==> config.mk <==
export PLATFORM = sky130hd
export DESIGN_NAME = relu_maxpool_col
export DESIGN_NICKNAME = d
export VERILOG_FILES = /design/src/rtl/cnn_pkg.sv /design/src/rtl/relu_max2.sv /design/src/rtl/relu_maxpool_col.sv
export SDC_FILE = /design/constraint.sdc
export NUM_CORES = 1
export LEC_CHECK = 0
export BUFFER_PORTS_ARGS = -buffer_cell sky130_fd_sc_hd__buf_2
export CAP_MARGIN = 20
export CORE_ASPECT_RATIO = 1.4
export CORE_MARGIN = 4
export CORE_UTILIZATION = 40
export DETAILED_ROUTE_END_ITERATION = 8
export GPL_TIMING_DRIVEN = 0
export MAX_ROUTING_LAYER = met4
export REMOVE_ABC_BUFFERS = 1
export SLEW_MARGIN = 20
export SYNTH_ARGS = -nofsm -noshare
export SYNTH_HDL_FRONTEND = slang
export SYNTH_SLANG_ARGS = --single-unit
==> constraint.sdc <==
create_clock -name clk -period 4.8 [get_ports clk]
set_clock_uncertainty 0.2 [all_clocks]
set_input_delay 1.44 -clock clk [delete_from_list [all_inputs] [get_ports clk]]
set_output_delay 1.44 -clock clk [all_outputs]
set_load 0.02 [all_outputs]
==> src/rtl/cnn_pkg.sv <==
// Shared constants and types for the CNN datapath stages.
// signed_max works at a wide common width so every layer width can reuse it.
package cnn_pkg;

   localparam int CONV_OUTPUT = 32;
   localparam int MAX_W = 64;

   typedef enum logic {
      EVEN = 1'b0,
      ODD  = 1'b1
   } phase_t;

   function automatic logic signed [MAX_W-1:0] signed_max(
      input logic signed [MAX_W-1:0] a,
      input logic signed [MAX_W-1:0] b
   );
      return (a > b) ? a : b;
   endfunction

endpackage

==> src/rtl/relu_max2.sv <==
// Combinational max(relu(a), relu(b)) on signed DATA_WIDTH operands.
module relu_max2 import cnn_pkg::*; #(
   parameter int DATA_WIDTH = CONV_OUTPUT
) (
   input  logic [DATA_WIDTH-1:0] a,
   input  logic [DATA_WIDTH-1:0] b,
   output logic [DATA_WIDTH-1:0] y
);

   logic signed [MAX_W-1:0] a_ext_s;
   logic signed [MAX_W-1:0] b_ext_s;
   logic signed [MAX_W-1:0] max_s;

   always_comb begin
      a_ext_s = a[DATA_WIDTH-1] ? {MAX_W{1'b0}} : MAX_W'($signed(a));
      b_ext_s = b[DATA_WIDTH-1] ? {MAX_W{1'b0}} : MAX_W'($signed(b));
      max_s   = signed_max(a_ext_s, b_ext_s);
      y       = max_s[DATA_WIDTH-1:0];
   end

endmodule

==> src/rtl/relu_maxpool_col.sv <==
// Column-streaming ReLU + 2x2 stride-2 max-pool placed after the conv row array.
// Emits one pooled column for every two accepted input columns; no backpressure.
module relu_maxpool_col import cnn_pkg::*; #(
   parameter int DATA_WIDTH = CONV_OUTPUT,
   parameter int NUM_ROWS   = 10,
   parameter int NUM_COLS   = 10,
   localparam int OUT_ROWS  = NUM_ROWS / 2,
   localparam int OUT_COLS  = NUM_COLS / 2,
   localparam int COL_W     = $clog2(OUT_COLS) + 1
) (
   input  logic                           clk,
   input  logic                           rst_n,
   input  logic                           clear,
   input  logic                           valid_in,
   input  logic [NUM_ROWS*DATA_WIDTH-1:0] data_in,
   output logic                           valid_out,
   output logic [OUT_ROWS*DATA_WIDTH-1:0] data_out,
   output logic [COL_W-1:0]               col_out,
   output logic                           last_out,
   output logic                           frame_done
);

   localparam int IN_W  = $clog2(NUM_COLS) + 1;
   localparam int OUT_W = OUT_ROWS * DATA_WIDTH;

   phase_t           phase_q, phase_d;
   logic [IN_W-1:0]  in_col_q, in_col_d;
   logic [COL_W-1:0] out_col_q, out_col_d;
   logic [COL_W-1:0] col_out_q, col_out_d;
   logic [OUT_W-1:0] hold_q, hold_d;
   logic [OUT_W-1:0] data_out_q, data_out_d;
   logic [OUT_W-1:0] vert_s, horz_s;
   logic             valid_out_q, valid_out_d;
   logic             last_out_q, last_out_d;
   logic             frame_done_q, frame_done_d;
   logic             last_col_s;

   // Vertical pool of the incoming column, then horizontal pool against the held column.
   for (genvar k = 0; k < OUT_ROWS; k++) begin : g_pool
      relu_max2 #(.DATA_WIDTH(DATA_WIDTH)) u_vert (
         .a (data_in[(2*k)*DATA_WIDTH +: DATA_WIDTH]),
         .b (data_in[(2*k+1)*DATA_WIDTH +: DATA_WIDTH]),
         .y (vert_s[k*DATA_WIDTH +: DATA_WIDTH])
      );
      relu_max2 #(.DATA_WIDTH(DATA_WIDTH)) u_horz (
         .a (hold_q[k*DATA_WIDTH +: DATA_WIDTH]),
         .b (vert_s[k*DATA_WIDTH +: DATA_WIDTH]),
         .y (horz_s[k*DATA_WIDTH +: DATA_WIDTH])
      );
   end

   assign last_col_s = (in_col_q == IN_W'(NUM_COLS - 1));

   always_comb begin
      phase_d      = phase_q;
      in_col_d     = in_col_q;
      out_col_d    = out_col_q;
      hold_d       = hold_q;
      data_out_d   = data_out_q;
      col_out_d    = col_out_q;
      valid_out_d  = 1'b0;
      last_out_d   = 1'b0;
      frame_done_d = 1'b0;
      if (clear) begin
         phase_d   = EVEN;
         in_col_d  = {IN_W{1'b0}};
         out_col_d = {COL_W{1'b0}};
         hold_d    = {OUT_W{1'b0}};
      end else if (valid_in) begin
         in_col_d = last_col_s ? {IN_W{1'b0}} : in_col_q + IN_W'(1);
         case (phase_q)
            EVEN: begin
               hold_d  = vert_s;
               phase_d = ODD;
            end
            ODD: begin
               data_out_d  = horz_s;
               col_out_d   = out_col_q;
               valid_out_d = 1'b1;
               last_out_d  = (out_col_q == COL_W'(OUT_COLS - 1));
               out_col_d   = out_col_q + COL_W'(1);
               phase_d     = EVEN;
            end
            default: begin
               phase_d = EVEN;
            end
         endcase
         // A trailing odd column is dropped here by forcing the frame restart.
         if (last_col_s) begin
            phase_d      = EVEN;
            out_col_d    = {COL_W{1'b0}};
            frame_done_d = 1'b1;
         end
      end else begin
         phase_d = phase_q;
      end
   end

   always_ff @(posedge clk or negedge rst_n) begin
      if (!rst_n) begin
         phase_q      <= EVEN;
         in_col_q     <= {IN_W{1'b0}};
         out_col_q    <= {COL_W{1'b0}};
         hold_q       <= {OUT_W{1'b0}};
         data_out_q   <= {OUT_W{1'b0}};
         col_out_q    <= {COL_W{1'b0}};
         valid_out_q  <= 1'b0;
         last_out_q   <= 1'b0;
         frame_done_q <= 1'b0;
      end else begin
         phase_q      <= phase_d;
         in_col_q     <= in_col_d;
         out_col_q    <= out_col_d;
         hold_q       <= hold_d;
         data_out_q   <= data_out_d;
         col_out_q    <= col_out_d;
         valid_out_q  <= valid_out_d;
         last_out_q   <= last_out_d;
         frame_done_q <= frame_done_d;
      end
   end

   assign valid_out  = valid_out_q;
   assign data_out   = data_out_q;
   assign col_out    = col_out_q;
   assign last_out   = last_out_q;
   assign frame_done = frame_done_q;

endmodule

==> qor.yml, run 1 <==
logic_synthesis:
  ys_types: 91
  synth_compound_area_share_pct: 22.0
  yosysWarnings: 0
  yosys-top-cells-area: "dfrtp_1, ha_1, o21ai_0"
  synthArstFlopShare_pct: 100
  yosys_most_used_dff: "dfrtp_1"
  netlist_area_mm2: 0.0268
  synth-seq-cells: 327
  synth_cells: 3269
  synthAdderAreaFrac_pct: 12.4
  synthTopCellsByCount: "nand2_1, o21ai_0, dfrtp_1, ha_1, nor2b_1"
  syn_area_per_cell_um2: 8.19
  synth_top_family_by_area: "simple AND/OR/NAND/NOR gates"
  synth_most_common_cell: "nand2_1"
  yosys.area.top_type: "dfrtp_1"
  synth-xor-area-share_pct: 1.08
  synth_edf_count: 0
  synth_mux_area_share_pct: 4.32
  yosysSeqAreaShare_pct: 30.6
  synth_top_area_share_pct: 30.6
  synth-simple-area-share_pct: 24.2
global_routing:
  grt_pass1_wl_um: 165000
  grt_max_degree: 137
  grt_pass1_vias: 29500
  overflow: 0
  antenna_found_initial: 10
  grt_use_total_pct: 29.8
power_and_ir_drop:
  power.density_mw_per_mm2: 295
  vdd_drop_max_mv: 0.259
  power_mw: 12.1
  p_leak_nw: 19.0
sta:
  fmax_mhz: 154
  setup_viol_count_final: 156
  worst_pin_slew_ns: 1.02
  rsz0062_at_grt: "true"
  whs_ns: 0.245
  slew_viol_final: 0
  hold_violations: 0
  period_minus_slack_ns: 6.47
  fin_crit_sh_pct: 135
  relSlewSlack_pct: 31.1
  final.setup.worst_slack_ns: -1.67
floorplan:
  die_h_um: 314
  dieArea_mm2: 0.0712
  io_pins: 491
  rows: 112
  core_mm2: 0.0666
  die_x_um: 227
  initial_core_util_pct: 40.2
setup_path:
  crit_fanout: 9
  start_kind: "input pin"
  worstPathArrival_ns: 6.72
  critPathKind: "input pin to flip-flop"
  crit_required_ns: 5.05
  critPathCaptureType: "flip-flop"
routing:
  vias: 29300
  routed_wl_um: 113000
  ant_nets: 0
  drc: 0
  viasPerCell: 5.99
  drt_iter0_markers: 2237
  wire_per_inst_um: 23.0
  drtPass1Iterations: 6
clock_tree:
  numCtsBuffers: 41
  cts_max_level: 2
  clockRootBuffer: "clkbuf_16"
  cts_hold_buf: 0
  clk_latency_ns: 0.57
  cts_buffer_depth: 3
  cts_tree: "built"
  cts_sinks: 327
  path_clk_slew_ns: 0.06
placement:
  portBuffers: 485
  dp_hpwl_um: 66200
  gp_congestion: 0.895
  dpl_cell_area_mm2: 0.0305
  place_ws_ns: -4.46
final_layout:
  area_growth_pct: 52.7
  fillerInstances: 5268
  multiInputGateArea_mm2: 0.0221
  drive_above_1_share_pct: 40.2
  design_area_mm2: 0.0409
  final-seq-area_mm2: 0.00818
  nets: 4581
  final_util_pct: 61.4
hold_path:
  min_path_type: "flip-flop to flip-flop"
outcome:
  status: "finished with violations"
  violations: "setup timing"
flow_run:
  maxCapViolCount: 0
per-stage QoR:
step           cells  TNS [ns]
6_report        4897   -220.05
3_5_place_dp    4460   -692.42
4_1_cts         4828   -189.43
2_1_floorplan   3069  -1198.68
3_3_place_gp    4409  -4687.43
5_1_grt         4895   -234.66
where the power goes:
part | switching [mW] | internal, mW
clock network | 1.32 | 2.06
registers | 0.328 | 3.16
logic | 2.93 | 2.25
final timing paths:
path | to | start | slack [ns] | cells after the start
hold reg to reg | last_out | out_col_q[3] | 0.24 | 1
hold / removal | last_out | out_col_q[3] | 0.24 | 1
setup / recovery | data_out[61] | data_in[127] | -1.67 | 26
max in group asynchronous | data_out[129] | rst_n | 2.51 | 3
min in group asynchronous | valid_out | rst_n | 0.59 | 1
setup reg to reg | data_out[61] | hold_q[62] | 1.28 | 14
area by class of cell:
class | instances | area share, %
Clock inverter | 14 | 0.554
Multi-Input combinational cell | 2609 | 54.0
Timing Repair Buffer | 873 | 18.5
Clock buffer | 61 | 2.94
Sequential cell | 327 | 20.0
Antenna cell | 12 | 0.0734
Inverter | 146 | 1.36
Tap cell | 855 | 2.62
placed cells by master, fill, tap and decap left out, types with 32 or more instances in the layout:
cell / instances
nand4_1: 42
a31oi_1: 44
nor2b_2: 34
buf_12: 32
mux2i_1: 78
a21oi_1: 88
clkbuf_16: 52
nand3_1: 101
buf_16: 55
buf_4: 229
o21ai_1: 81
inv_1: 104
inv_2: 41
buf_2: 475
nand2b_1: 102
a221o_1: 63
buf_6: 46
dfrtp_1: 327
ha_1: 150
nor2_1: 103
o21ai_0: 201
nor2b_4: 33
nand2_1: 413
nor2b_1: 138
o21ai_2: 40
ha_4: 108
a21o_1: 56
nand2b_4: 85
o21ai_4: 50
critical path, stage by stage:
cell	delay [ns]
buf_16	0.13
nand2b_4	0.17
ha_4	0.28
nand4_1	0.21
or3_4	0.46
or4_4	0.57
nand2_4	0.12
nand2_8	0.12
buf_16	0.18
buf_6	0.11
o21ai_4	0.20
inv_2	0.08
ha_4	0.27
nand4_1	0.17
nor4_4	0.26
and2_4	0.22
nand3_2	0.08
a211oi_2	0.27
a311oi_2	0.09
nor2_2	0.15
nand4bb_4	0.15
buf_12	0.19
clkbuf_16	0.17
mux2i_1	0.12
a41o_1	0.21
a221o_1	0.26
per-layer routing:
layer  part of all wire [%]  GRT usage, %
met1                     37          33.5
met2                     48          49.1
met3                    7.1          5.65
met4                    7.4          17.5
met5                      0             -
cell families (layout without fill, tap and decap cells):
group | after synthesis | count (layout)
and+or+nand+nor | 1279 | 1286
AOI/OAI and AO/OA | 900 | 906
buffers and inverters | 350 | 1094
DFF | 327 | 327
adders and majority gates | 266 | 266
muxes | 113 | 113
xor gates and xnor gates | 33 | 33
other | 1 | 17
state kept, by name (all words and copies together) (netlist names):
register / count
phase_q: 1
in_col_q: 5
valid_out: 1
last_out: 1
out_col_q: 4
frame_done: 1
data_out: 155
col_out: 4
hold_q: 155
repair_timing:
action                     in CTS  in global routing
pin swaps                     256                175
cloned                         60                  8
hold endpoints to repair        0                  0
setup endpoints to repair     252                157
gates resized for setup       816                324
setup buffers                 241                 97
Note: power is estimated with default switching activity, not from simulation.
==> run 2, diff against run 1 <==
Clock period 4.8 ns to 7.5 ns, I/O delays scaled along.
==> run 2 against run 1 <==
The run now ends clean. Global-route usage down 4.7 points. Utilization shrank 11 points. Setup slack gained 1.8 ns. Die area is the same. Sequential share of layout area up 4.6 points. Sequential power is 37% lower. Total power down 44%. Combinational power is 53% lower. Via count shrank 11%. Register-to-register slack gained 2.7 ns. First-iteration DRC count shrank 23%. Wire length down 19%. Critical endpoint is now data_out[79]. Largest cell class unchanged.
==> qor.yml, run 2 (synthesis results as in run 1) <==
power_and_ir_drop:
  pwr-share-comb_pct: 35.8  # -7.2 points
  power_mw: 6.80  # -44%
  clkPwrFrac_pct: 31.6  # +3.5 points
  power.internal_mw: 4.28  # -43%
  p_sw_share_pct: 37.1  # -0.98 points
  p_leak_nw: 16.0  # -16%
  p_sw_mw: 2.52  # -45%
  seqPwrFrac_pct: 32.6  # +3.7 points
  vdd_drop_max_mv: 0.162  # -38%
  power.density_mw_per_mm2: 204  # -31%
placement:
  gp_congestion: 0.895  # unchanged
  portBuffers: 485  # unchanged
  dp_hpwl_um: 66200  # unchanged
sta:
  rsz0062_at_grt: "true"
  worst_pin_slew_ns: 1.01  # -0.00563 ns
  relSlewSlack_pct: 31.5  # +0.38 points
  fin_crit_sh_pct: 98.1
  slew_viol_final: 0  # unchanged
  setup_viol_count_final: 0  # -100%
  whs_ns: 0.246  # +0.00144 ns
  hold_violations: 0  # unchanged
  fmax_mhz: 136
  period_minus_slack_ns: 7.36
  finalSetupTns_ns: 0  # +220.05 ns
final_layout:
  layout_commonest_cell: "buf_2"
  final-seq-area_mm2: 0.00818  # unchanged
  drive_above_1_share_pct: 21.9  # -18 points
  multiInputGateArea_mm2: 0.0179  # -19%
  mostFrequentLayoutCells: "buf_2, nand2_1, dfrtp_1, o21ai_0, ha_1"
  area_growth_pct: 24.4
  fillerInstances: 6493  # +23%
  nets: 4304  # -6.0%
global_routing:
  grt_pass1_wl_um: 141000  # -15%
  grt_use_total_pct: 25.1  # -4.7 points
  antenna_found_initial: 8  # -2
  grt_pass1_vias: 25800  # -13%
  grt_max_degree: 134  # -2.2%
  overflow: 0  # unchanged
routing:
  viasPerCell: 5.66  # -5.6%
  routed_wl_um: 91500  # -19%
  vias: 26100  # -11%
  drc: 0  # unchanged
  drt_iter0_markers: 1730  # -23%
  wire_per_inst_um: 19.8  # -14%
  drtPass1Iterations: 6  # unchanged
  ant_nets: 0  # unchanged
setup_path:
  critPathLaunch: "data_in[159]"
  critPathKind: "input pin to flip-flop"
  crit_fanout: 38  # +29
  crit_chain: "buf_8 -> nand2b_1 -> inv_1 -> ha_1 -> and2_1 -> a221oi_1 -> nor3_1 -> a32o_1 -> nor3_4 -> nor2_4 -> clkbuf_16 -> o21ai_1 -> inv_1 -> ha_1 -> nand3_1 -> nor2_2 -> o211ai_1 -> a21oi_1 -> or3b_1 -> or4_1 -> o211ai_4 -> buf_16 -> mux2i_2 -> o21ai_0"
  worstPathArrival_ns: 7.57  # +0.85 ns
  r2r_start: "hold_q[18]"
  crit_buf_inv: 5  # -1
  cp_top_family: "simple AND/OR/NAND/NOR gates"
  crit_required_ns: 7.72  # +2.67 ns
  cp_slowest_stage_delay_ns: 0.57  # about the same
  critPathCaptureType: "flip-flop"
  critical-path-slowest-cell: "or4_1"
  start_kind: "input pin"
clock_tree:
  clockRootBuffer: "clkbuf_16"
  cts_buffer_depth: 3  # unchanged
  cts_sinks: 327  # unchanged
  numCtsBuffers: 41  # unchanged
  clk_latency_ns: 0.57  # about the same
  cts_max_level: 2  # unchanged
  path_clk_slew_ns: 0.06  # about the same
  cts_tree: "built"
floorplan:
  die_x_um: 227  # unchanged
  dieArea_mm2: 0.0712  # unchanged
  die_h_um: 314  # unchanged
  rows: 112  # unchanged
  initial_core_util_pct: 40.2  # unchanged
  io_pins: 491  # unchanged
  core_mm2: 0.0666  # unchanged
flow_run:
  maxCapViolCount: 0  # unchanged
outcome:
  status: "finished clean"
hold_path:
  holdCritStartpoint: "out_col_q[3]"
  min_path_type: "flip-flop to flip-flop"
==> run 2: cell count changes in the layout (fill, tap and decap cells not counted), sizes merged <==
| cell | change |
|---|---|
| buf | -258 |
| o21a | -2 |
| a211o | -3 |
| diode | -1 |
| bufbuf | -8 |
| clkbuf | -6 |
==> run 2: power groups by stage <==
stage                     logic (mW)  clock network (mW)  registers (mW)
after CTS                       2.36                2.21            2.21
after global placement          2.15                   0            2.24
after global routing            2.67                2.27            2.25
after detailed placement        2.25                   0            2.24
final                           2.44                2.15            2.21
after floorplan                 1.09                   0            2.46
==> run 2: final cells by class <==
class	count	share of cell area, %
diodes	11	0.0826
clock buffers	61	3.61
clock inverters	14	0.680
inverters	146	1.67
multi-input cells	2604	53.8
flip-flops and latches	327	24.6
well taps	855	3.21
repair buffers	601	12.4
==> run 2: worst register-to-register path: cells and delay by family, from the launching register on <==
kind | cells | cell delay, ns
AND/OR/NAND/NOR | 2 | 0.21
buffers and inverters | 1 | 0.20
adder cells (fa/ha/maj) | 1 | 0.33
AO/OA/AOI/OAI | 10 | 2.07
flip-flops | 1 | 0.41
==> run 2: path summary, 6_finish.rpt <==
check | to | slack [ns] | cells after the start
min in group asynchronous | valid_out | 1.39 | 1
worst max-delay path | data_out[79] | 0.14 | 24
worst min-delay path | last_out | 0.25 | 1
worst min register to register | last_out | 0.25 | 1
worst max register to register | data_out[30] | 3.96 | 14
max in group asynchronous | data_out[129] | 4.43 | 3
==> run 2: layer usage <==
metal / part of all wire (%) / wire length (um) / global-route usage (%)
met4: 4.4 / 3980 / 9.90
met2: 49 / 45300 / 43.0
met3: 5.7 / 5220 / 3.81
met5: 0 / 0 / -
met1: 40 / 37000 / 29.6
==> run 2: timing repair <==
action,CTS,global route
pin swaps,22,36
resized for setup,105,81
endpoints found under the setup margin,155,152
hold buffers,0,0
gates cloned,7,7
setup buffers,30,29
==> run 2: metrics by stage <==
stage / instance area [um2] / instances / setup slack (ns) / util, %
after global routing: 33300 / 4616 / -0.0997 / 50.0
after global placement: 29400 / 4409 / -12.22 / 44.1
final: 33300 / 4619 / 0.145 / 50.0
after floorplan: 25900 / 3069 / -3.77 / -
after detailed placement: 30500 / 4460 / -2.57 / 45.8
after CTS: 32600 / 4572 / -0.00213 / 49.0
